`src/rtl/exmem_pkg.sv`:
```
// exmem_pkg: shared FSM states, M-field bit positions and WB width for the EX/MEM skid register
package exmem_pkg;
  typedef enum logic [1:0] {S_EMPTY, S_ONE, S_TWO} state_e;
  localparam int M_BRANCH   = 2;
  localparam int M_MEMREAD  = 1;
  localparam int M_MEMWRITE = 0;
  localparam int WB_W       = 2;
endpackage

```
`src/rtl/pipe_slot.sv`:
```
// pipe_slot: enable-loaded payload register with async active-low clear (clk_i, rst_ni, en_i, d_i -> q_o)
module pipe_slot #(
  parameter int W = 8
) (
  input  logic         clk_i,
  input  logic         rst_ni,
  input  logic         en_i,
  input  logic [W-1:0] d_i,
  output logic [W-1:0] q_o
);
  always_ff @(posedge clk_i or negedge rst_ni)
    if (!rst_ni) q_o <= '0;
    else if (en_i) q_o <= d_i;
endmodule

```
`src/rtl/exmem_skid_reg.sv`:
```
// exmem_skid_reg: two-entry EX/MEM skid register (valid/ready in, valid/ready out, payload, pcSrc, stall counter)
module exmem_skid_reg
  import exmem_pkg::*;
#(
  parameter int ADDR_W = 8,
  parameter int DATA_W = 32,
  parameter int REG_W  = 5,
  parameter int CNT_W  = 16
) (
  input  logic              clk_EMR,
  input  logic              rst_n_EMR,
  input  logic              flush_EMR,
  input  logic              in_valid,
  output logic              in_ready,
  input  logic [ADDR_W-1:0] resAdd_IN,
  input  logic              zf_IN,
  input  logic [DATA_W-1:0] resALU_IN,
  input  logic [DATA_W-1:0] regData2_IN,
  input  logic [REG_W-1:0]  dest_IN,
  input  logic [2:0]        M_IN,
  input  logic [WB_W-1:0]   WB_IN,
  output logic              out_valid,
  input  logic              out_ready,
  output logic [ADDR_W-1:0] resAdd,
  output logic              zf,
  output logic [DATA_W-1:0] resALU,
  output logic [DATA_W-1:0] regData2,
  output logic [REG_W-1:0]  dest,
  output logic [WB_W-1:0]   WB,
  output logic              branch,
  output logic              memRead,
  output logic              memWrite,
  output logic              pcSrc,
  output logic [CNT_W-1:0]  stall_cnt
);
  localparam int PW = ADDR_W + 1 + 2 * DATA_W + REG_W + 3 + WB_W;
  state_e state_q, state_d;
  logic in_ready_q;
  logic [CNT_W-1:0] stall_q;
  logic [PW-1:0] in_pl, main_d, main_q, skid_q;
  logic in_fire, out_fire, main_en, skid_en;
  logic [2:0] m_h;
  logic [WB_W-1:0] wb_h;
  assign in_pl    = {resAdd_IN, zf_IN, resALU_IN, regData2_IN, dest_IN, M_IN, WB_IN};
  assign out_valid = state_q != S_EMPTY;
  assign in_fire  = in_valid && in_ready_q;
  assign out_fire = out_valid && out_ready;
  always_comb begin
    state_d = flush_EMR ? S_EMPTY :
              state_q == S_EMPTY ? (in_fire ? S_ONE : S_EMPTY) :
              state_q == S_ONE ? ((in_fire && !out_fire) ? S_TWO : (!in_fire && out_fire) ? S_EMPTY : S_ONE) :
              (out_fire ? S_ONE : S_TWO);
    // MAIN refills from SKID when draining TWO, otherwise straight from the input
    main_en = !flush_EMR && (state_q == S_TWO ? out_fire : in_fire && (state_q == S_EMPTY || out_fire));
    skid_en = !flush_EMR && state_q == S_ONE && in_fire && !out_fire;
    main_d  = state_q == S_TWO ? skid_q : in_pl;
  end
  always_ff @(posedge clk_EMR or negedge rst_n_EMR)
    if (!rst_n_EMR) begin
      state_q    <= S_EMPTY;
      in_ready_q <= 1'b0;
      stall_q    <= '0;
    end else begin
      state_q    <= state_d;
      in_ready_q <= state_d != S_TWO;
      if (out_valid && !out_ready && !(&stall_q)) stall_q <= stall_q + 1'b1;
    end
  pipe_slot #(.W(PW)) u_main (.clk_i(clk_EMR), .rst_ni(rst_n_EMR), .en_i(main_en), .d_i(main_d), .q_o(main_q));
  pipe_slot #(.W(PW)) u_skid (.clk_i(clk_EMR), .rst_ni(rst_n_EMR), .en_i(skid_en), .d_i(in_pl), .q_o(skid_q));
  assign {resAdd, zf, resALU, regData2, dest, m_h, wb_h} = main_q;
  // control fields read as a bubble whenever the head is empty (including after flush)
  assign branch    = out_valid && m_h[M_BRANCH];
  assign memRead   = out_valid && m_h[M_MEMREAD];
  assign memWrite  = out_valid && m_h[M_MEMWRITE];
  assign WB        = wb_h & {WB_W{out_valid}};
  assign pcSrc     = branch && zf;
  assign in_ready  = in_ready_q;
  assign stall_cnt = stall_q;
endmodule

```
`config.mk`:
```
export PLATFORM = sky130hd
export DESIGN_NAME = exmem_skid_reg
export DESIGN_NICKNAME = d
export VERILOG_FILES = /design/src/rtl/exmem_pkg.sv /design/src/rtl/pipe_slot.sv /design/src/rtl/exmem_skid_reg.sv
export SDC_FILE = /design/constraint.sdc
export NUM_CORES = 1
export LEC_CHECK = 0
export ABC_CLOCK_PERIOD_IN_PS = 3700
export BUFFER_PORTS_ARGS = -buffer_cell sky130_fd_sc_hd__buf_2
export CAP_MARGIN = 40
export CORE_ASPECT_RATIO = 1.1
export CORE_MARGIN = 1.5
export CORE_UTILIZATION = 45
export CTS_BUF_LIST = sky130_fd_sc_hd__clkbuf_4 sky130_fd_sc_hd__clkbuf_8
export CTS_CLUSTER_SIZE = 16
export DETAILED_ROUTE_END_ITERATION = 6
export PLACE_DENSITY = 0.68
export SLEW_MARGIN = 20
export SYNTH_ARGS = -nofsm -noshare
export SYNTH_HDL_FRONTEND = slang
export SYNTH_SLANG_ARGS = --single-unit
export TNS_END_PERCENT = 5
```
`constraint.sdc`:
```
create_clock -name clk_EMR -period 3.7 [get_ports clk_EMR]
set_input_delay 0.185 -clock clk_EMR [delete_from_list [all_inputs] [get_ports clk_EMR]]
set_output_delay 0.185 -clock clk_EMR [all_outputs]
set_load 0.005 [all_outputs]
```
==> reports/metrics.yaml, run 1 <==
status:
  outcome: "completed"
critical_path:
  crit_fanout: 45
  critPathRequiredTime_ns: 4.03
  cp_cell_sequence: "nand2_1 -> nor3_1 -> and3_4 -> buf_12 -> mux2_2"
  startpoint_type: "flop"
  cp_slowest_cell: "and3_4"
  rr_startpoint: "in_ready"
  timing.rr.end: "u_skid.q_o[22]"
  critPathTopFamily: "simple AND/OR/NAND/NOR gates"
  reg2reg_depth: 5
  r2r_setup_slack_ns: 1.56
  crit_buf_inv: 1
  critical_path_arrival_ns: 2.47
  cp-startpoint: "in_ready"
  crit_type: "flop to flop"
  max_stage_delay_ns: 0.60
  crit_path_end_kind: "flop"
logic_synthesis:
  synth_fp_nets: 800
  ys_warn_count: 0
  ys_seq_area_share_pct: 54.8
  ys_ff_latch: 185
  synthTopCellsByArea: "dfrtp_1 55%, mux2_2 11%, mux2i_1 9.8%, buf_4 7.5%, a21oi_1 4.9%"
  synth_edf_count: 0
  yosysTopAreaCellShare_pct: 54.8
  synthTopCellsByCount: "185 x dfrtp_1, 88 x nor2_1, 85 x buf_4"
  synth_top_area_cell: "dfrtp_1"
  yosysUniqueCellTypes: 36
  avgSynthCellArea_um2: 11.9
  synth_top_flop_cell: "dfrtp_1"
  synth_area_um2: 8450
  yosysMostFrequentCell: "dfrtp_1"
  syn_inst: 710
  synthArstFlopShare_pct: 100
timing:
  tightest_slew_ns: 0.753
  fmax_mhz: 468
  fin_tns_setup_ns: 0
  max-slew-margin-rel_pct: 49.8
  finalHoldViolCount: 0
  setup_viol: 0
  min_period_over_period_pct: 57.8
  skew_ns: 0.0128
  timing.final.crit_period_ns: 2.14
  drv_slew: 0
  grt_setup_unrepaired: "no"
  worst_hold_slack_ns: 0.156
power_and_ir_drop:
  ir_worst_vdd_mv: 0.318
  swShare_pct: 28.4
  clkPwrFrac_pct: 24.2
  p_seq_share_pct: 53.6
  intPower_mw: 3.87
  power.density_nw_per_um2: 525
  p_switching_mw: 1.53
  combPwrFrac_pct: 22.2
  leakage_nw: 5.20
route:
  wl_met1_um: 7640
  vias: 5699
  viasPerCell: 4.96
  firstDrtPassIters: 4
  drtAntennaViolNets: 0
  wl_met3_um: 762
  routedWlPerCell_um: 14.7
  drt_iter0_drc: 172
  dr.max_layer_used: "met4"
  route.met2.wl_um: 8240
  wirelength_um: 16900
  remaining_drc_errors: 0
worst_hold_path:
  hp-start: "out_ready"
  min_to: "state_q[0]"
  min_path_type: "input port to flop"
  holdPathStages: 3
layout:
  drive_above_1_share_pct: 35.2
  postLayoutCellArea_um2: 10300
  diodes: 0
  nets: 985
  utilization_pct: 55.8
  syn_to_final_growth_pct: 21.6
  fillCellCount: 1575
clock_tree:
  cts.sinks: 185
  cts_max_level: 4
  clock_latency_ns: 0.45
  path_clk_slew_ns: 0.10
  clock_path_buffers: 2
  cts_tree: "yes"
  root_buffer: "clkbuf_8"
  postCtsResizedCells: 0
  cts_buffers: 17
global_route:
  antenna_found_initial: 0
  grt_max_degree: 167
  grt_first_pass_wirelength_um: 27800
  overflow: 0
  grt_pass1_vias: 5714
  track_usage_pct: 17.7
floorplan:
  die-area_um2: 19600
  die_x_um: 134
  core_area_um2: 18400
  rows: 52
  pin_count: 190
  start_util_pct: 45.9
  dieHeight_um: 147
job:
  maxCapViolCount: 0
placed_design:
  dp_hpwl_um: 10700
  place_area_um2: 9050
  io_buffer_count: 189
  place_congestion: 0.732
## cell families after synthesis
logic type | count (synthesis) | share of synthesized area [%]
simple gates | 134 | 7.43
xor+xnor | 14 | 1.45
buf+inv | 118 | 9.43
flops | 185 | 54.8
compound gates | 90 | 5.60
fa+ha+maj | 2 | 0.296
mux | 167 | 21.0
## worst max-delay path by stage
stage / to / slack, ns / cells past startpoint
detailed placement: u_skid.q_o[22] / 1.58 / 5
global route: u_skid.q_o[2] / 1.43 / 5
CTS: u_skid.q_o[22] / 1.54 / 5
floorplan: in_ready / 2.09 / 6
finish: u_skid.q_o[22] / 1.56 / 5
global placement: u_skid.q_o[6] / 1.62 / 5
## power by group through the flow
stage / Clock, mW / Combinational, mW / Sequential (mW)
finish: 1.31 / 1.20 / 2.89
global route: 1.44 / 1.33 / 2.97
CTS: 1.36 / 1.22 / 2.89
detailed placement: 0 / 1.14 / 2.93
global placement: 0 / 1.10 / 2.91
floorplan: 0 / 0.970 / 2.86
## routing by layer
metal / vias up / global-route usage [%]
met5: - / 0
met4: 0 / 6.25
met3: 19 / 3.97
met2: 161 / 29.9
met1: 2776 / 22.5
li1: 2743 / -
## worst min-delay path, cell delays in order
cell and delay [ns]:
buf_2 0.12, nor2b_1 0.08, nor3_1 0.17
## flip-flops by register name, summed over array words and instances, names as in the netlist
register / count
stall_cnt: 16
u_skid.q_o: 83
u_main.q_o: 83
state_q: 2
in_ready: 1
## cells in the final DEF, fill, tap and decap left out, types with 6 or more instances in the layout
cell	instances
buf_2	188
dfrtp_1	185
nor2_1	88
dlygate4sd3_1	85
mux2_2	84
mux2i_1	83
a21oi_1	83
clkbuf_8	21
xor2_1	13
nor3_1	9
nand2_1	6
nand3_1	6
## stage by stage
step	worst slack (ns)	power, mW	std cells
floorplan	2.09	3.83	710
global placement	1.62	4.01	1033
detailed placement	1.58	4.08	1034
CTS	1.54	5.47	1149
global route	1.43	5.74	1149
finish	1.56	5.40	1149
## repair_timing
item / in CTS / in global routing
hold buffers: 85 / 0
endpoints found under the setup margin: 0 / 0
setup buffers: 0 / 0
hold endpoints to repair: 249 / 0
## final cells by class
| cell class | instances | area (µm²) | area share, % |
|---|---|---|---|
| Inverter | 3 | 11.3 | 0.110 |
| Tap cell | 243 | 304 | 2.96 |
| Multi-Input combinational cell | 407 | 3050 | 29.6 |
| Timing Repair Buffer | 281 | 1920 | 18.6 |
| Clock inverter | 9 | 92.6 | 0.901 |
| Clock buffer | 21 | 283 | 2.75 |
| Sequential cell | 185 | 4630 | 45.0 |
Power figures use the tool's default switching activity.
==> run 2, diff against run 1 <==
--- a/config.mk
+++ b/config.mk
@@ -5,7 +5,7 @@
 export SDC_FILE = /design/constraint.sdc
 export NUM_CORES = 1
 export LEC_CHECK = 0
-export ABC_CLOCK_PERIOD_IN_PS = 3700
+export ABC_CLOCK_PERIOD_IN_PS = 2200
 export BUFFER_PORTS_ARGS = -buffer_cell sky130_fd_sc_hd__buf_2
 export CAP_MARGIN = 40
 export CORE_ASPECT_RATIO = 1.1
==> constraint.sdc (replaced) <==
create_clock -name clk_EMR -period 2.2 [get_ports clk_EMR]
set_input_delay 0.11 -clock clk_EMR [delete_from_list [all_inputs] [get_ports clk_EMR]]
set_output_delay 0.11 -clock clk_EMR [all_outputs]
set_load 0.005 [all_outputs]
==> reports/metrics.yaml, run 2 (synthesis results as in run 1) <==
status:
  outcome: "completed"
power_and_ir_drop:
  swShare_pct: 27.9
  clkPwrFrac_pct: 27.0
  ir_worst_vdd_mv: 0.524
  p_seq_share_pct: 51.4
  combPwrFrac_pct: 21.5
  leakage_nw: 5.26
  p_switching_mw: 2.63
  intPower_mw: 6.81
  power.density_nw_per_um2: 907
timing:
  timing.final.crit_period_ns: 1.83
  max-slew-margin-rel_pct: 52.9
  setup_viol: 0
  fmax_mhz: 548
  skew_ns: 0.0102
  fin_tns_setup_ns: 0
  finalHoldViolCount: 0
  drv_slew: 0
  grt_setup_unrepaired: "no"
  tightest_slew_ns: 0.707
  min_period_over_period_pct: 83.0
layout:
  fillCellCount: 1566
  syn_to_final_growth_pct: 23.1
  ff_latch_area_um2: 4630
  utilization_pct: 56.5
  final_cell_mix: "188 x buf_2, 185 x dfrtp_1, 88 x nor2_1"
  drive_above_1_share_pct: 35.6
  layout_commonest_cell: "buf_2"
  nets: 988
  multiInputGateArea_um2: 3050
floorplan:
  dieHeight_um: 147
  core_area_um2: 18400
  start_util_pct: 45.9
  die-area_um2: 19600
  die_x_um: 134
  rows: 52
  pin_count: 190
clock_tree:
  clock_latency_ns: 0.45
  cts_tree: "yes"
  path_clk_slew_ns: 0.09
  post_cts_buffers: 0
  cts_buffers: 17
  root_buffer: "clkbuf_8"
  clock_path_buffers: 2
  hold_buffers: 85
  postCtsResizedCells: 0
  cts.sinks: 185
  cts_max_level: 4
critical_path:
  crit_type: "flop to flop"
  critical_path_arrival_ns: 2.15
  crit_fanout: 8
  critPathRequiredTime_ns: 2.53
  startpoint_type: "flop"
  crit_path_end_kind: "flop"
route:
  viasPerCell: 4.87
  remaining_drc_errors: 0
  drtAntennaViolNets: 0
  routedWlPerCell_um: 15.0
  drt_iter0_drc: 157
  vias: 5633
  firstDrtPassIters: 7
  wirelength_um: 17300
global_route:
  track_usage_pct: 18.4
  grt_first_pass_wirelength_um: 28700
  grt_pass1_vias: 5639
  grt_max_degree: 95
  overflow: 0
  antenna_found_initial: 1
placed_design:
  place_congestion: 0.726
  dp_hpwl_um: 10600
  io_buffer_count: 189
job:
  maxCapViolCount: 0
worst_hold_path:
  min_path_type: "input port to flop"
==> run 2: changes by cell type in the layout (fill, tap and decap cells not counted), sizes merged <==
cell,delta
buf,+3
bufinv,+3
clkbuf,-2
clkinv,-1
clkinvlp,-1
diode,+2
inv,+3
==> run 2: critical path, cell delays in order (launching register included) <==
cell and delay [ns]:
dfrtp_1 0.47, or2_2 0.43, nand2_1 0.10, ha_1 0.23, a211oi_1 0.34, o31ai_1 0.13
==> run 2: per-stage QoR <==
step	cell area, µm²	cells	hold slack [ns]	setup slack [ns]	total power [mW]
global route	10400	1156	0.107	0.255	10.0
floorplan	8450	710	-0.186	0.594	6.44
finish	10400	1156	0.0958	0.375	9.44
CTS	10400	1154	0.0719	0.346	9.57
detailed placement	9110	1037	0.0554	0.431	6.86
global placement	9110	1037	0.0562	0.470	6.77
==> run 2: cell type report <==
class                      instances  area share [%]
clock buffer                      19            2.45
clock inverter                    13            1.82
sequential                       185            44.5
multi-input combinational        407            29.3
antenna                            2          0.0481
inverter                           3           0.108
timing repair buffer             284            18.9
tap                              243            2.92
==> run 2: path summary, 6_finish.rpt <==
check / from / to / slack (ns) / cells past startpoint
worst max-delay path: state_q[1] / in_ready / 0.37 / 5
max in group asynchronous: rst_n_EMR / u_main.q_o[26] / 1.35 / 3
worst min-delay path: out_ready / state_q[0] / 0.1 / 3
min in group asynchronous: rst_n_EMR / u_main.q_o[44] / 0.12 / 2
worst max register to register: state_q[1] / in_ready / 0.37 / 5
worst min register to register: u_skid.q_o[67] / u_skid.q_o[67] / 0.51 / 1
==> run 2: power by group through the flow <==
stage / Combinational [mW] / Sequential, mW / Clock (mW)
floorplan: 1.63 / 4.80 / 0
global placement: 1.88 / 4.88 / 0
detailed placement: 1.94 / 4.92 / 0
CTS: 2.06 / 4.86 / 2.65
global route: 2.26 / 4.99 / 2.78
finish: 2.03 / 4.86 / 2.55
==> run 2: per-layer routing <==
| layer | up-vias | GRT usage, % | part of all wire, % |
|---|---|---|---|
| met5 | - | 0 | 0 |
| met1 | 2746 | 24.2 | 45 |
| met4 | 0 | 6.30 | 1.4 |
| met3 | 16 | 4.93 | 4.8 |
| met2 | 130 | 29.5 | 49 |
| li1 | 2741 | - | - |
